`src/rtl/mhd_pkg.sv`:
```
// mhd_pkg -- shared width function and saturating-increment helper for the Hamming-distance monitor.
// Revision 1.0
`default_nettype none
package mhd_pkg;

  // Number of bits needed to hold a count from 0 to width inclusive.
  function automatic int hdw_f(input int width);
    return $clog2(width + 1);
  endfunction

  function automatic logic [63:0] sat_inc(input logic [63:0] v, input int w);
    logic [63:0] lim;
    lim = (w >= 64) ? '1 : ((64'd1 << w) - 64'd1);
    return (v >= lim) ? lim : v + 64'd1;
  endfunction

endpackage
`default_nettype wire

```
`src/rtl/mhd_popcount.sv`:
```
// mhd_popcount -- combinational population count of a WIDTH-bit vector.
// Revision 1.0
`default_nettype none
module mhd_popcount
  import mhd_pkg::*;
#(
  parameter int WIDTH = 9,
  localparam int HDW = hdw_f(WIDTH)
) (
  input  logic [WIDTH-1:0] diff,
  output logic [HDW-1:0]   count
);

  always_comb begin
    count = '0;
    for (int i = 0; i < WIDTH; i++) begin
      count = count + HDW'(diff[i]);
    end
  end

endmodule
`default_nettype wire

```
`src/rtl/mhd_stream_monitor.sv`:
```
// mhd_stream_monitor -- two-stage Hamming-distance checker with valid/ready flow control and statistics.
// Revision 1.0
`default_nettype none
module mhd_stream_monitor
  import mhd_pkg::*;
#(
  parameter int WIDTH = 9,
  parameter int MHD   = 3,
  parameter int CNT_W = 16,
  localparam int HDW  = hdw_f(WIDTH)
) (
  input  logic             clk,
  input  logic             rst_n,
  input  logic             clear,
  input  logic             in_valid,
  output logic             in_ready,
  input  logic [WIDTH-1:0] a,
  input  logic [WIDTH-1:0] b,
  output logic             out_valid,
  input  logic             out_ready,
  output logic [HDW-1:0]   hd,
  output logic             viol,
  output logic [CNT_W-1:0] sample_cnt,
  output logic [CNT_W-1:0] viol_cnt,
  output logic [HDW-1:0]   max_hd,
  output logic             sticky_err
);

  logic             w_adv;
  logic             w_out_hs;
  logic [HDW-1:0]   w_cnt;
  logic             w_viol;

  logic             r_s1_valid;
  logic [WIDTH-1:0] r_s1_diff;
  logic             r_out_valid;
  logic [HDW-1:0]   r_hd;
  logic             r_viol;
  logic [CNT_W-1:0] r_sample_cnt;
  logic [CNT_W-1:0] r_viol_cnt;
  logic [HDW-1:0]   r_max_hd;
  logic             r_sticky;

  assign w_adv    = !r_out_valid || out_ready;
  assign w_out_hs = r_out_valid && out_ready;

  mhd_popcount #(.WIDTH(WIDTH)) u_popcount (
    .diff  (r_s1_diff),
    .count (w_cnt)
  );

  // A distance can never exceed WIDTH, so such a threshold can never be crossed.
  generate
    if (MHD >= WIDTH) begin : g_viol_never
      assign w_viol = 1'b0;
    end else begin : g_viol_cmp
      assign w_viol = (w_cnt > HDW'(MHD));
    end
  endgenerate

  always_ff @(posedge clk or negedge rst_n) begin
    if (!rst_n) begin
      r_s1_valid  <= 1'b0;
      r_s1_diff   <= '0;
      r_out_valid <= 1'b0;
      r_hd        <= '0;
      r_viol      <= 1'b0;
    end else if (w_adv) begin
      r_s1_valid  <= in_valid;
      if (in_valid) begin
        r_s1_diff <= a ^ b;
      end
      r_out_valid <= r_s1_valid;
      r_hd        <= w_cnt;
      r_viol      <= w_viol;
    end
  end

  // Clear wins over a coincident output handshake.
  always_ff @(posedge clk or negedge rst_n) begin
    if (!rst_n) begin
      r_sample_cnt <= '0;
      r_viol_cnt   <= '0;
      r_max_hd     <= '0;
      r_sticky     <= 1'b0;
    end else if (clear) begin
      r_sample_cnt <= '0;
      r_viol_cnt   <= '0;
      r_max_hd     <= '0;
      r_sticky     <= 1'b0;
    end else if (w_out_hs) begin
      r_sample_cnt <= CNT_W'(sat_inc(64'(r_sample_cnt), CNT_W));
      if (r_viol) begin
        r_viol_cnt <= CNT_W'(sat_inc(64'(r_viol_cnt), CNT_W));
        r_sticky   <= 1'b1;
      end
      if (r_hd > r_max_hd) begin
        r_max_hd <= r_hd;
      end
    end
  end

  assign in_ready   = w_adv;
  assign out_valid  = r_out_valid;
  assign hd         = r_hd;
  assign viol       = r_viol;
  assign sample_cnt = r_sample_cnt;
  assign viol_cnt   = r_viol_cnt;
  assign max_hd     = r_max_hd;
  assign sticky_err = r_sticky;

endmodule
`default_nettype wire

```
`config.mk`:
```
export PLATFORM = sky130hd
export DESIGN_NAME = mhd_stream_monitor
export DESIGN_NICKNAME = d
export VERILOG_FILES = /design/src/rtl/mhd_pkg.sv /design/src/rtl/mhd_popcount.sv /design/src/rtl/mhd_stream_monitor.sv
export SDC_FILE = /design/constraint.sdc
export NUM_CORES = 1
export LEC_CHECK = 0
export ABC_AREA = 1
export BUFFER_PORTS_ARGS = -buffer_cell sky130_fd_sc_hd__buf_2
export CORE_ASPECT_RATIO = 0.75
export CORE_MARGIN = 5
export CORE_UTILIZATION = 40
export CTS_CLUSTER_SIZE = 12
export DETAILED_ROUTE_END_ITERATION = 8
export SYNTH_ARGS = -nofsm -noshare
export SYNTH_HDL_FRONTEND = slang
export SYNTH_SLANG_ARGS = --single-unit
```
`constraint.sdc`:
```
create_clock -name clk -period 4.6 [get_ports clk]
set_input_delay 0.69 -clock clk [delete_from_list [all_inputs] [get_ports clk]]
set_output_delay 0.69 -clock clk [all_outputs]
set_load 0.03 [all_outputs]
```
==> qor.txt <==
TIMING
---------------------------------------------------------------------------------------
Final worst slack                                                               1240 ps
Setup TNS Final                                                                    0 ps
Setup repair after global routing missed its margin                                  no
Total count of hold-check failures in the final report                                0
Highest Clock Rate                                                              298 MHz
Final period utilization                                                          73.0%
Final clock skew                                                                12.2 ps
Post-route worst hold slack                                                      469 ps
Number of endpoints failing setup at the final stage                                  0
Relative slew slack                                                               54.3%
Final slew viol count                                                                 0
Final period demand of the worst path                                           3360 ps
Slew at the pin closest to its max-slew limit                                    685 ps

FLOORPLAN
---------------------------------------------------------------------------------------
Count of pins on the block boundary                                                  67
Core region area                                                            0.00799 mm²
Die footprint                                                                0.0102 mm²
Starting Density                                                                  41.4%
Vert. Die Dim                                                                   88.8 µm
Row count                                                                            28
Width of the die                                                                 115 µm

SYNTHESIS
---------------------------------------------------------------------------------------
Cell type with the highest aggregate area in the netlist                        dfrtp_1
Post-synth top area share                                                         40.1%
Post-Synthesis Cells                                                                442
Avg Synthesized Cell Area                                                      7.49 µm²
EDFF count, synth                                                                     0
Synth unique cells                                                                   29
Number of register bits inferred by synthesis                                        53
Post-Syn Area                                                               0.00331 mm²
Most instantiated flip-flop cell in the synthesis netlist                       dfrtp_1
Total nets after synthesis                                                          482
Largest cells by area after synthesis                                      dfrtp_1, nand2_1, inv_1
Number of synthesis warnings                                                          0
Async SR Flop Fraction                                                             100%
Sequential share of the synthesized area                                          40.1%

CLOCK NETWORK
---------------------------------------------------------------------------------------
Number of clock buffers inserted by TritonCTS                                         5
Number of gates given a new drive strength after cts                                  0
Reg clk slew, reported paths                                                     100 ps
H-Tree Level Count                                                                    2
Count of clock tree sinks                                                            53
Post-CTS Setup Repair Bufs                                                            0
CTS Hold Buffers Added                                                                0
CTS tree                                                                          built
Clk root buf                                                                   clkbuf_8
Worst-skew pair later-pin latency                                                310 ps
Worst-case clock buffer depth                                                         2

FINAL LAYOUT
---------------------------------------------------------------------------------------
Fraction of layout cells with a size suffix above 1                               19.4%
Final net count                                                                     550
Signed area change from the synthesized netlist to the final layout               15.8%
Ant diodes                                                                            0
Count of non-filler cells in the finished layout                                    616
Share of the core filled with cells                                               48.0%
Finished layout cell area                                                   0.00383 mm²

ROUTE
---------------------------------------------------------------------------------------
Via Count                                                                          2982
Number of remaining DRC errors                                                        0
Router iterations before antenna repair                                               4
Number of violations reported at the end of detailed-routing iteration 0            238
Total wirelength of the detailed-routed design                                  7.70 mm
Detail Route Antenna Nets                                                             0
Vias per cell                                                                      4.84
Routed length per placed instance                                               12.5 µm

POWER
---------------------------------------------------------------------------------------
Overall Power                                                                   1.30 mW
Peak supply drop                                                             0.000183 V
Leakage power total                                                             2.09 nW
Total power per unit cell area                                               338 mW/mm²

SETUP PATH
---------------------------------------------------------------------------------------
Element type at the critical path end                                         flip-flop
Startpoint types                                                              flip-flop
Data arrival time of the critical path                                          3550 ps
Worst flop-to-flop path endpoint                                                   viol
Data required time at the worst endpoint                                        4790 ps
Critical path class                                                        flip-flop to flip-flop
Flop2flop setup slack                                                           1240 ps
Beginning of the worst register-to-register path                           r_s1_diff[0]
Number of cell instances on the worst register-to-register path                      12
Largest fanout of any net on the critical path                                        2

PLACED DESIGN
---------------------------------------------------------------------------------------
Port buffer count                                                                    66
Dpl cell area                                                               0.00374 mm²
Routability-driven placement congestion ratio                                     0.846
Setup slack at placement                                                        1240 ps
Placed Instances                                                                    608
HPWL Detailed                                                                   5.71 mm

GRT
---------------------------------------------------------------------------------------
GRT Total Usage                                                                   16.4%
Wire length of the first global-routing pass                                    13.7 mm
Initial antenna violation count                                                       0
Global-route congestion overflow total                                                0
Number of global-route vias before repair                                          2922
Maximum number of pins on one net before global-route repair                         54

HOLD PATH
---------------------------------------------------------------------------------------
Endpoint with the worst hold slack                                            out_valid
Depth of the worst hold-timing path                                                   2
Path class of the lowest-slack min-delay path                              flip-flop to flip-flop
Hold path start                                                              r_s1_valid

RUN STATUS
---------------------------------------------------------------------------------------
Result of the run                                                          complete, no violations

FLOW RUN
---------------------------------------------------------------------------------------
Max Cap Viol                                                                          0

## cell families after synthesis
| group | synth area share [%] |
|---|---|
| adders and majority gates | 7.56 |
| and+or+nand+nor | 32.4 |
| buffers and inverters | 7.22 |
| xor gates and xnor gates | 4.23 |
| DFF | 40.1 |
| AOI/OAI and AO/OA | 8.50 |
## Yosys cell counts, types with 2 or more instances
library cell / instances
nor2_4: 4
nand2_2: 2
o21ai_0: 38
nand3_2: 4
o211ai_1: 5
o21ai_2: 3
inv_1: 51
dfrtp_1: 53
nor2_2: 5
nor2_1: 34
clkbuf_1: 2
nand2_1: 157
xor2_1: 7
a21oi_1: 3
nand4_1: 4
inv_2: 3
xnor2_1: 9
nand3_1: 31
ha_1: 12
buf_2: 2
fa_1: 5
## power breakdown
group,switching [mW],internal [mW]
logic,0.295,0.165
clock network,0.164,0.108
registers,0.0446,0.518
total,0.504,0.791
## worst max-delay path, cell delays in order (launching register included)
cell	delay [ps]
dfrtp_1	400
ha_1	290
inv_1	70
fa_1	420
fa_1	510
fa_1	410
inv_1	60
ha_1	150
inv_1	60
fa_1	390
or2_2	310
nand3_1	90
nand3_1	80
## metal layers
| metal | up-vias | global-route usage, % | share of wire [%] | wire [µm] |
|---|---|---|---|---|
| met5 | - | 0 | 0 | 0 |
| met2 | 63 | 27.3 | 45 | 3500 |
| met3 | 5 | 3.01 | 4.6 | 357 |
| met1 | 1384 | 22.4 | 49 | 3790 |
| li1 | 1530 | - | - | - |
| met4 | 0 | 3.94 | 0.73 | 56 |
## layout make-up
type	count	area, µm²
fill	813	4150
multi-input combinational	329	1750
sequential	53	1330
timing repair buffer	67	338
inverter	54	203
tap	105	131
clock buffer	5	68.8
clock inverter	3	21.3
## cell usage in the layout, fill, tap and decap left out, types with 3 or more instances in the layout
| cell | instances |
|---|---|
| nor2_4 | 4 |
| nand4_1 | 4 |
| nand3_2 | 4 |
| nor2_1 | 34 |
| o211ai_1 | 5 |
| xor2_1 | 7 |
| o21ai_0 | 38 |
| buf_2 | 66 |
| xnor2_1 | 9 |
| clkbuf_8 | 5 |
| dfrtp_1 | 53 |
| nor2_2 | 5 |
| inv_1 | 51 |
| inv_2 | 3 |
| ha_1 | 12 |
| a21oi_1 | 3 |
| nand3_1 | 31 |
| fa_1 | 5 |
| o21ai_2 | 3 |
| nand2_1 | 157 |
## flip-flops by register name, indices dropped and copies added (netlist names)
register and flops:
viol 1, r_s1_valid 1, viol_cnt 16, r_s1_diff 9
max_hd 4, hd 4, sample_cnt 16, out_valid 1
sticky_err 1
## worst max-delay path by stage
stage	startpoint	depth (start not counted)	slack (ps)	to
2_1_floorplan	r_s1_diff[0]	12	1410	viol
3_3_place_gp	r_s1_diff[0]	12	1340	viol
3_5_place_dp	r_s1_diff[0]	12	1240	viol
4_1_cts	r_s1_diff[0]	12	1230	viol
5_1_grt	r_s1_diff[0]	12	1060	viol
6_report	r_s1_diff[0]	12	1240	viol
No activity file was read; power rests on OpenSTA's default activity.
